$ cat config.mk
export PLATFORM = sky130hd
export DESIGN_NAME = hilo_unit
export DESIGN_NICKNAME = d
export VERILOG_FILES = /design/src/rtl/hilo_unit_pkg.sv /design/src/rtl/hilo_divider.sv /design/src/rtl/hilo_unit.sv
export SDC_FILE = /design/constraint.sdc
export NUM_CORES = 2
export LEC_CHECK = 0
export ABC_AREA = 1
export CORE_ASPECT_RATIO = 0.5
export CORE_MARGIN = 2
export CORE_UTILIZATION = 55
export CTS_CLUSTER_DIAMETER = 40
export DETAILED_ROUTE_END_ITERATION = 8
export DONT_BUFFER_PORTS = 1
export PLACE_DENSITY_LB_ADDON = 0.3
export SYNTH_ARGS = -nofsm -noshare
export SYNTH_HDL_FRONTEND = slang
export SYNTH_HIERARCHICAL = 1
export SYNTH_SLANG_ARGS = --single-unit
$ cat constraint.sdc
create_clock -name clk -period 10.3 [get_ports clk]
set_clock_uncertainty 0.15 [all_clocks]
set_input_delay 2.06 -clock clk [delete_from_list [all_inputs] [get_ports clk]]
set_output_delay 2.06 -clock clk [all_outputs]
set_load 0.02 [all_outputs]
$ cat src/rtl/hilo_unit_pkg.sv
// Shared definitions for the HI/LO unit: operand/data width, multiply/divide
// opcode encodings, FSM state encodings and small opcode decode helpers.
package hilo_unit_pkg;

    localparam int DATA_BUS = 32;

    localparam logic [1:0] MD_OP_MULT  = 2'b00;
    localparam logic [1:0] MD_OP_MULTU = 2'b01;
    localparam logic [1:0] MD_OP_DIV   = 2'b10;
    localparam logic [1:0] MD_OP_DIVU  = 2'b11;

    typedef enum logic [1:0] {
        ST_IDLE = 2'b00,
        ST_MUL  = 2'b01,
        ST_DIV  = 2'b10,
        ST_SIGN = 2'b11
    } hilo_state_e;

    // True for the two divide opcodes
    function automatic logic md_is_div(input logic [1:0] op);
        return (op == MD_OP_DIV) || (op == MD_OP_DIVU);
    endfunction

    // True for the signed opcodes (operands are two's complement)
    function automatic logic md_is_signed(input logic [1:0] op);
        logic res;
        case (op)
            MD_OP_MULT, MD_OP_DIV:   res = 1'b1;
            MD_OP_MULTU, MD_OP_DIVU: res = 1'b0;
            default:                 res = 1'b0;
        endcase
        return res;
    endfunction

endpackage

$ cat src/rtl/hilo_divider.sv
// Iterative restoring divider core for the HI/LO unit. Works on unsigned
// magnitudes: one quotient bit per clock, DIV_CYCLES clocks per divide.
// 'done' is high during the cycle whose edge writes the final step, so the
// quotient/remainder outputs are valid from the following cycle onwards.
module hilo_divider
    import hilo_unit_pkg::*;
#(
    parameter int DATA_W     = DATA_BUS,
    parameter int DIV_CYCLES = DATA_BUS
) (
    input  logic              clk,
    input  logic              rst,
    input  logic              cancel,
    input  logic              start,
    input  logic [DATA_W-1:0] dividend,
    input  logic [DATA_W-1:0] divisor,
    output logic [DATA_W-1:0] quotient,
    output logic [DATA_W-1:0] remainder,
    output logic              done
);

    localparam int CNT_W = (DIV_CYCLES > 1) ? $clog2(DIV_CYCLES) : 1;
    localparam logic [CNT_W-1:0] CNT_LAST = CNT_W'(DIV_CYCLES - 1);

    logic [DATA_W-1:0] quo_r;
    logic [DATA_W-1:0] rem_r;
    logic [DATA_W-1:0] dvs_r;
    logic [CNT_W-1:0]  cnt_r;
    logic              busy_r;

    logic [DATA_W:0]   rem_shift_s;
    logic [DATA_W:0]   diff_s;
    logic [DATA_W-1:0] rem_nxt_s;
    logic [DATA_W-1:0] quo_nxt_s;

    // One restoring step: shift in the next dividend bit, subtract if it fits
    always_comb begin
        rem_shift_s = {rem_r, quo_r[DATA_W-1]};
        diff_s      = rem_shift_s - {1'b0, dvs_r};
        rem_nxt_s   = rem_shift_s[DATA_W-1:0];
        quo_nxt_s   = {quo_r[DATA_W-2:0], 1'b0};
        if (diff_s[DATA_W] == 1'b0) begin
            rem_nxt_s = diff_s[DATA_W-1:0];
            quo_nxt_s = {quo_r[DATA_W-2:0], 1'b1};
        end else begin
            rem_nxt_s = rem_shift_s[DATA_W-1:0];
            quo_nxt_s = {quo_r[DATA_W-2:0], 1'b0};
        end
    end

    // Divider state: load on start, iterate while busy, abort on cancel
    always_ff @(posedge clk) begin
        if (!rst) begin
            quo_r  <= {DATA_W{1'b0}};
            rem_r  <= {DATA_W{1'b0}};
            dvs_r  <= {DATA_W{1'b0}};
            cnt_r  <= {CNT_W{1'b0}};
            busy_r <= 1'b0;
        end else if (cancel) begin
            busy_r <= 1'b0;
            cnt_r  <= {CNT_W{1'b0}};
        end else if (start) begin
            quo_r  <= dividend;
            rem_r  <= {DATA_W{1'b0}};
            dvs_r  <= divisor;
            cnt_r  <= {CNT_W{1'b0}};
            busy_r <= 1'b1;
        end else if (busy_r) begin
            quo_r <= quo_nxt_s;
            rem_r <= rem_nxt_s;
            cnt_r <= cnt_r + CNT_W'(1);
            if (cnt_r == CNT_LAST) begin
                busy_r <= 1'b0;
            end
        end
    end

    assign quotient  = quo_r;
    assign remainder = rem_r;
    assign done      = busy_r && (cnt_r == CNT_LAST);

endmodule

$ cat src/rtl/hilo_unit.sv
// HI/LO register file with multi-cycle multiply/divide engine beside EX.
// Direct MTHI/MTLO-style writes come in on hilo_write_en; MULT/MULTU/DIV/DIVU
// run through IDLE -> MUL|DIV -> SIGN and commit to HI/LO on the SIGN edge.
// Optional build macro HILO_READ_BYPASS_EN: when defined, hi_out/lo_out
// forward this cycle's commit or direct-write data; otherwise they are the
// plain HI/LO registers.
module hilo_unit
    import hilo_unit_pkg::*;
#(
    parameter int DATA_W     = DATA_BUS,
    parameter int DIV_CYCLES = DATA_BUS
) (
    input  logic              clk,
    input  logic              rst,
    input  logic              hilo_write_en,
    input  logic [DATA_W-1:0] hi_in,
    input  logic [DATA_W-1:0] lo_in,
    input  logic              md_start,
    input  logic [1:0]        md_op,
    input  logic [DATA_W-1:0] md_operand_1,
    input  logic [DATA_W-1:0] md_operand_2,
    input  logic              md_cancel,
    output logic              stall_req,
    output logic [DATA_W-1:0] hi_out,
    output logic [DATA_W-1:0] lo_out
);

    hilo_state_e state_r;
    hilo_state_e state_nxt_s;

    logic [DATA_W-1:0]   hi_r;
    logic [DATA_W-1:0]   lo_r;
    logic [DATA_W-1:0]   mag1_r;
    logic [DATA_W-1:0]   mag2_r;
    logic [DATA_W-1:0]   res_hi_r;
    logic [DATA_W-1:0]   res_lo_r;
    logic                neg_q_r;
    logic                neg_r_r;
    logic                src_div_r;

    logic                sign1_s;
    logic                sign2_s;
    logic [DATA_W-1:0]   mag1_s;
    logic [DATA_W-1:0]   mag2_s;
    logic                accept_s;
    logic                div_zero_s;
    logic                div_start_s;
    logic [2*DATA_W-1:0] product_s;
    logic [2*DATA_W-1:0] prod_mag_s;
    logic [2*DATA_W-1:0] prod_fix_s;
    logic                commit_en_s;
    logic [DATA_W-1:0]   commit_hi_s;
    logic [DATA_W-1:0]   commit_lo_s;
    logic [DATA_W-1:0]   div_quo_s;
    logic [DATA_W-1:0]   div_rem_s;
    logic                div_done_s;

    // Operand sign/magnitude extraction and start qualification
    always_comb begin
        sign1_s    = md_is_signed(md_op) & md_operand_1[DATA_W-1];
        sign2_s    = md_is_signed(md_op) & md_operand_2[DATA_W-1];
        mag1_s     = md_operand_1;
        mag2_s     = md_operand_2;
        if (sign1_s) begin
            mag1_s = -md_operand_1;
        end else begin
            mag1_s = md_operand_1;
        end
        if (sign2_s) begin
            mag2_s = -md_operand_2;
        end else begin
            mag2_s = md_operand_2;
        end
        accept_s    = (state_r == ST_IDLE) && md_start && !md_cancel;
        div_zero_s  = (md_operand_2 == {DATA_W{1'b0}});
        div_start_s = accept_s && md_is_div(md_op) && !div_zero_s;
    end

    hilo_divider #(
        .DATA_W     (DATA_W),
        .DIV_CYCLES (DIV_CYCLES)
    ) u_divider (
        .clk       (clk),
        .rst       (rst),
        .cancel    (md_cancel),
        .start     (div_start_s),
        .dividend  (mag1_s),
        .divisor   (mag2_s),
        .quotient  (div_quo_s),
        .remainder (div_rem_s),
        .done      (div_done_s)
    );

    // FSM state register
    always_ff @(posedge clk) begin
        if (!rst) begin
            state_r <= ST_IDLE;
        end else begin
            state_r <= state_nxt_s;
        end
    end

    // FSM next-state logic; cancel returns to IDLE from anywhere
    always_comb begin
        state_nxt_s = state_r;
        if (md_cancel) begin
            state_nxt_s = ST_IDLE;
        end else begin
            case (state_r)
                ST_IDLE: begin
                    if (!md_start) begin
                        state_nxt_s = ST_IDLE;
                    end else if (!md_is_div(md_op)) begin
                        state_nxt_s = ST_MUL;
                    end else if (div_zero_s) begin
                        state_nxt_s = ST_SIGN;
                    end else begin
                        state_nxt_s = ST_DIV;
                    end
                end
                ST_MUL: state_nxt_s = ST_SIGN;
                ST_DIV: begin
                    if (div_done_s) begin
                        state_nxt_s = ST_SIGN;
                    end else begin
                        state_nxt_s = ST_DIV;
                    end
                end
                ST_SIGN: state_nxt_s = ST_IDLE;
                default: state_nxt_s = ST_IDLE;
            endcase
        end
    end

    // Stall while an accepted operation is still computing (not in SIGN)
    always_comb begin
        stall_req = 1'b0;
        if (!rst || md_cancel) begin
            stall_req = 1'b0;
        end else begin
            stall_req = accept_s || (state_r == ST_MUL) || (state_r == ST_DIV);
        end
    end

    // Full-width magnitude product of the latched operands
    always_comb begin
        product_s = {{DATA_W{1'b0}}, mag1_r} * {{DATA_W{1'b0}}, mag2_r};
    end

    // Operand latch, sign flags, and result staging for MUL / divide-by-zero
    always_ff @(posedge clk) begin
        if (!rst) begin
            mag1_r    <= {DATA_W{1'b0}};
            mag2_r    <= {DATA_W{1'b0}};
            res_hi_r  <= {DATA_W{1'b0}};
            res_lo_r  <= {DATA_W{1'b0}};
            neg_q_r   <= 1'b0;
            neg_r_r   <= 1'b0;
            src_div_r <= 1'b0;
        end else if (accept_s) begin
            mag1_r <= mag1_s;
            mag2_r <= mag2_s;
            if (md_is_div(md_op) && div_zero_s) begin
                // Divide by zero: raw dividend to HI, all-ones to LO, no sign fixup
                res_hi_r  <= md_operand_1;
                res_lo_r  <= {DATA_W{1'b1}};
                neg_q_r   <= 1'b0;
                neg_r_r   <= 1'b0;
                src_div_r <= 1'b0;
            end else begin
                neg_q_r   <= sign1_s ^ sign2_s;
                neg_r_r   <= sign1_s;
                src_div_r <= md_is_div(md_op);
            end
        end else if (state_r == ST_MUL) begin
            res_hi_r <= product_s[2*DATA_W-1:DATA_W];
            res_lo_r <= product_s[DATA_W-1:0];
        end
    end

    // Sign correction and commit enable for the SIGN cycle
    always_comb begin
        commit_en_s = 1'b0;
        prod_mag_s  = {res_hi_r, res_lo_r};
        prod_fix_s  = prod_mag_s;
        commit_hi_s = {DATA_W{1'b0}};
        commit_lo_s = {DATA_W{1'b0}};
        if ((state_r == ST_SIGN) && !md_cancel) begin
            commit_en_s = 1'b1;
        end else begin
            commit_en_s = 1'b0;
        end
        if (src_div_r) begin
            if (neg_q_r) begin
                commit_lo_s = -div_quo_s;
            end else begin
                commit_lo_s = div_quo_s;
            end
            if (neg_r_r) begin
                commit_hi_s = -div_rem_s;
            end else begin
                commit_hi_s = div_rem_s;
            end
        end else begin
            if (neg_q_r) begin
                prod_fix_s = -prod_mag_s;
            end else begin
                prod_fix_s = prod_mag_s;
            end
            commit_hi_s = prod_fix_s[2*DATA_W-1:DATA_W];
            commit_lo_s = prod_fix_s[DATA_W-1:0];
        end
    end

    // Architectural HI/LO: reset, then engine commit, then direct write
    always_ff @(posedge clk) begin
        if (!rst) begin
            hi_r <= {DATA_W{1'b0}};
            lo_r <= {DATA_W{1'b0}};
        end else if (commit_en_s) begin
            hi_r <= commit_hi_s;
            lo_r <= commit_lo_s;
        end else if (hilo_write_en) begin
            hi_r <= hi_in;
            lo_r <= lo_in;
        end
    end

`ifdef HILO_READ_BYPASS_EN
    // Forward same-cycle write data so MFHI/MFLO see it without waiting
    always_comb begin
        hi_out = hi_r;
        lo_out = lo_r;
        if (commit_en_s) begin
            hi_out = commit_hi_s;
            lo_out = commit_lo_s;
        end else if (hilo_write_en) begin
            hi_out = hi_in;
            lo_out = lo_in;
        end else begin
            hi_out = hi_r;
            lo_out = lo_r;
        end
    end
`else
    assign hi_out = hi_r;
    assign lo_out = lo_r;
`endif

endmodule

# Word level (Yosys, flattened, before mapping)
# Index checks and enable logic that the tools add are counted.
[totals] ff_bits=299
[op_classes] n_addsub=7 multipliers=1 eq_ne=8 muxes=37 n_bitwise=5 n_reduce_logical=27
[ops] operator="$mux W32" n=21
[ops] operator="$neg A32 Y32" n=4
[ops] operator="$mul A32 B32 Y64" n=1
[ops] operator="$mux W64" n=1
[ops] operator="$neg A64 Y64" n=1
[ops] operator="$sub A33 B32 Y33" n=1
[ops] operator="$logic_not A32 Y1" n=1
[ops] operator="$mux W1" n=11
[ops] operator="$eq A2 B2 Y1 const B" n=4
[ops] operator="$pmux W2 S4" n=1
[ops] operator="$logic_and A1 B1 Y1" n=7
[ops] operator="$reduce_and A2 Y1" n=3
[ops] operator="$reduce_bool A2 Y1" n=3
[ops] operator="$reduce_or A2 Y1" n=3
[ops] operator="$add A5 B1 Y5 const B" n=1
[ops] operator="$eq A5 B5 Y1 const B" n=1
[ops] operator="$eq A2 B1 Y1 const B" n=2
[ops] operator="$logic_not A2 Y1" n=2
[ops] operator="$logic_or A1 B1 Y1" n=4
[ops] operator="$mux W2" n=2
[ops] operator="$logic_not A1 Y1" n=3
[ops] operator="$reduce_or A3 Y1" n=1
[ops] operator="$and A1 B1 Y1" n=2
[ops] operator="$ne A2 B1 Y1 const B" n=1
[ops] operator="3 further kinds" n=4

# Depth between registers and ports, before layout
[logic_depth] depth_word=7 ltp_mapped=32

# By module
# The synthesis kept the hierarchy.
[by_module_without_submodules] mod="hilo_unit" instances=1 cells_each=7347 area_each_um2=49991.7
[by_module_without_submodules] mod="hilo_divider" instances=1 cells_each=1186 area_each_um2=7234.4

# Worst setup path before layout
# OpenSTA, ideal clock, no wires.
[synth_path] path_type="register to register" from="register mag2_r[5]" to="register res_hi_r[31]" setup_time_ns=0.119 t_arrival_ns=6.189 t_required_ns=10.031 slack_ns=3.841 stages_incl_launch_ff=27 path_buffers=2 period_less_slack_ns=6.459 path_cell_list="dfxtp_1 clkbuf_1 clkbuf_1 nand2_1 fa_1 inv_1 fa_1 fa_1 inv_1 fa_1 inv_1 fa_1 fa_1 fa_1 inv_1 fa_1 inv_1 ha_1 nand2_1 nor2_1 nand2_1 nor4_1 nand2_1 nand2_1 nand2_1 nand3_1 a21oi_1"
[synth_via] elab_chain_cells=3
[synth_rtl] element="start, declared" line="hilo_unit.sv:34" text="logic [DATA_W-1:0] mag2_r;"
[synth_rtl] element="start signal, assigned" line="hilo_unit.sv:154" text="mag2_r <= {DATA_W{1'b0}};"
[synth_rtl] element="start signal, assigned" line="hilo_unit.sv:162" text="mag2_r <= mag2_s;"
[synth_rtl] element="$mul A32 B32 Y64" line="hilo_unit.sv:147" text="product_s = {{DATA_W{1'b0}}, mag1_r} * {{DATA_W{1'b0}}, mag2_r};"
[synth_rtl] element="$mux W32" line="hilo_unit.sv:175" text="end else if (state_r == ST_MUL) begin"
[synth_rtl] element="$mux W32" line="hilo_unit.sv:160" text="end else if (accept_s) begin"
[synth_rtl] element="end signal, assigned" line="hilo_unit.sv:155" text="res_hi_r <= {DATA_W{1'b0}};"
[synth_rtl] element="end signal, assigned" line="hilo_unit.sv:165" text="res_hi_r <= md_operand_1;"
[synth_rtl] element="end signal, assigned" line="hilo_unit.sv:176" text="res_hi_r <= product_s[2*DATA_W-1:DATA_W];"
[synth_rtl] element="end, declared" line="hilo_unit.sv:35" text="logic [DATA_W-1:0] res_hi_r;"
# No other way between the ends. The select of a mux whose other input is x is not followed.
# A chain may end at the register's enable or synchronous reset.

# Worst setup path after layout
# Same ends and word-level chain as after synthesis.

==> impl_results.md <==
- Outcome: finished clean
- Pins Over Slew Limit: 0
- Largest net degree at the start of global routing: 173
- Crit path required time: 10680 ps
- Share of cells above drive strength 1: 3.65%
- Synth top area cells: fa_1 31%, nand2_1 15%, inv_1 14%
- Max-slew headroom: 20.3%
- PD cells: 103 nW/µm²
- Post-synthesis simple-gate area fraction: 25.3%
- CTS buffer count: 50
- Post-synth cell types: 51
- Post-Route WL: 191000 µm
- Leakage power: 0.0352 µW
- Crit. End Element: flip-flop
- Pint: 3270 µW
- Nets: 9601
- Main combinational cell family by area after synthesis: adder cells
- Fillers: 9899
- CTS tree: yes
- Max cap viols: 0
- Cts hold-fix bufs: 0
- Global route total overflow: 0
- Number of vias per cell: 5.42
- First-pass GRT wire length: 299000 µm
- Met3 Resource Use GR: 7.41%
- Number of port buffers: 0
- Most frequent cells in the layout: 2316 x nand2_1, 2164 x inv_1, 897 x fa_1
- Mux cell area share after synthesis: 0%
- Multi-input logic area: 41400 µm²
- CTS HTree Levels: 2
- I/O pin count: 200
- Initial Util: 55.6%
- Initial antenna violation count: 9
- Post-CTS Setup Inserts: 0
- Final min period: 7940 ps
- FP Rows: 83
- Final setup viols: 0
- DP HPWL: 154000 µm
- All-Layer GR Usage: 36.4%
- Synth Area in Adders: 38.1%
- Area Overhead vs Synth: 4.57%
- Die H: 232 µm
- Die Area: 107000 µm²
- Die X: 460 µm
- Sink Count: 299
- Post-synthesis average cell area: 6.71 µm²
- Net Switching: 2900 µW
- Max frequency: 0.126 GHz
- Max clock buf depth: 3
- Post-synthesis xor/xnor area fraction: 1.48%
- Resized cells post-CTS: 0
- Final ANT Viol Nets: 0
- HP Class: flip-flop to flip-flop
- GPL Wtd Cong: 1.03
- Placed cell areas: 58100 µm²
- Vias in the first global route: 50900
- Post-Syn Area: 57200 µm²
- Via count: 52700
- Area leader, netlist: fa_1
- Comb pwr share: 49.3%
- Synth top area share: 31.4%
- Global Route met2 Usage: 52.9%
- Setup TNS: 0 ps
- RSZ-0062 raised after global routing: false
- Worst skew pair latency: 630 ps
- Switch share: 47.0%
- Ys Warns: 6
- Slew at the pin closest to its max-slew limit: 1180 ps
- Share of the yosys chip area belonging to registers: 10.5%
- Syn Inst Count: 8533
- Worst endpoint data arrival time: 8320 ps
- CP Launch Type: flip-flop
- CTS Root Cell: clkbuf_16
- Seq cells post-synth: 299
- CTS clk-pin slew, worst paths: 50 ps
- Met1 Track Usage GR: 54.7%
- Core box area: 103000 µm²
- Fin crit share: 77.1%
- DRT Pass-1 Iters: 8
- Setup CP Type: flip-flop to flip-flop
- Synth Area in Compound Gates: 7.46%
- Seq pwr share: 21.6%
- Register Area: 6000 µm²
- Crit Path Max Fanout: 19
- Clock power share: 29.1%
- Iteration-0 DRC count of the detailed router: 5919
- GRT Max-Usage Layer: met1
- Peak supply drop: 0.000133 V
- DRC violation count after routing: 0
- Wire per inst: 19.7 µm
- Final instance area: 59800 µm²
- Final hold vios: 0
- Net Count, Synth: 9871
- Commonest non-fill, non-tap cell in the layout: nand2_1
==> per-layer routing <==
layer / up-vias / share of wire, %
met1: 25300 / 44
met2: 2637 / 41
met5: - / 0.0068
met4: 2 / 2.9
met3: 310 / 12
li1: 24400 / -
==> sequential cells by signal, summed over array words and instances, names as in the netlist <==
signal,count
neg_r_r,1
res_lo_r,32
lo_out,32
u_divider/quotient,32
u_divider/dvs_r,32
hi_out,32
u_divider/remainder,32
u_divider/cnt_r,5
u_divider/busy_r,1
res_hi_r,32
mag1_r,32
state_r,2
neg_q_r,1
mag2_r,32
src_div_r,1
==> layout make-up <==
type                            instances  area share [%]
Clock inverter                         36           0.732
Sequential cell                       299            10.0
Timing Repair Buffer                   94            1.20
Antenna cell                            5          0.0209
Inverter                             2184            13.7
Clock buffer                           57            2.24
Multi-Input combinational cell       5634            69.2
Tap cell                             1402            2.93
==> Yosys cell counts, drive strengths merged <==
master / instances
dfxtp: 299
o221ai: 3
clkbuf: 381
nand4: 69
nor2: 626
o21a: 5
ha: 306
nand2: 2345
xor2: 69
fa: 897
a21boi: 1
and3: 6
and2: 8
buf: 35
o31ai: 4
o21bai: 17
clkinv: 3
a22oi: 3
a31oi: 41
or2: 21
nor4: 6
inv: 2181
xnor2: 28
nand3: 400
a21o: 3
nor3: 42
nand3b: 13
a21oi: 328
o21ai: 364
or3: 1
o311ai: 1
o211ai: 27
==> per-stage QoR <==
stage	setup slack (ps)	total power [µW]	instances	utilization [%]	hold slack [ps]
after floorplan	3840	3290	8533	-	283
after global placement	2460	4280	9613	56.4	306
after detailed placement	2470	4270	9613	56.4	307
after CTS	2440	6100	9706	58.1	315
after global routing	2020	6530	9710	58.1	335
final	2360	6170	9711	58.1	318
==> worst max-delay path, stage by stage (launching register included) <==
cell and delay, ps:
dfxtp_1 850, buf_4 400, nand2_1 80, inv_1 90, fa_1 410, fa_1 490
fa_1 530, inv_1 60, fa_1 470, inv_1 50, fa_1 490, inv_1 50
fa_1 560, inv_1 60, fa_1 540, fa_1 450, ha_1 400, nand2_1 120
nor2_1 150, inv_1 100, nor3_1 490, nand3_1 170, nand2_1 220, nand2_1 110
nand3_1 90, nand3_1 80, a21oi_1 170
==> worst paths after layout <==
kind,to,cells after the start,slack [ps],startpoint
worst max-delay path,res_hi_r[31]$_SDFFE_PN0P_,26,2360,mag2_r[5]$_SDFFE_PN0P_
worst max register to register,res_hi_r[31]$_SDFFE_PN0P_,26,2360,mag2_r[5]$_SDFFE_PN0P_
worst min-delay path,u_divider/dvs_r[17]$_SDFFE_PN0P_,2,320,u_divider/dvs_r[17]$_SDFFE_PN0P_
worst min register to register,u_divider/dvs_r[17]$_SDFFE_PN0P_,2,320,u_divider/dvs_r[17]$_SDFFE_PN0P_
==> logic make-up (layout without fill, tap and decap cells) <==
kind of cell             count (synthesis)  count (layout)
buffers and inverters                 2600            2371
AND/OR/NAND/NOR                       3537            3537
XOR/XNOR                                97              97
flip-flops                             299             299
adder cells (fa/ha/maj)               1203            1203
AO/OA/AOI/OAI                          797             797
other                                    0               5
==> power by group through the flow <==
stage / Combinational (µW) / Clock (µW) / Sequential, µW
after CTS: 2970 / 1800 / 1320
after global placement: 2930 / 0 / 1350
after global routing: 3340 / 1850 / 1330
after detailed placement: 2930 / 0 / 1350
after floorplan: 2010 / 0 / 1280
final: 3040 / 1800 / 1330
Note: power is estimated with default switching activity, not from simulation.
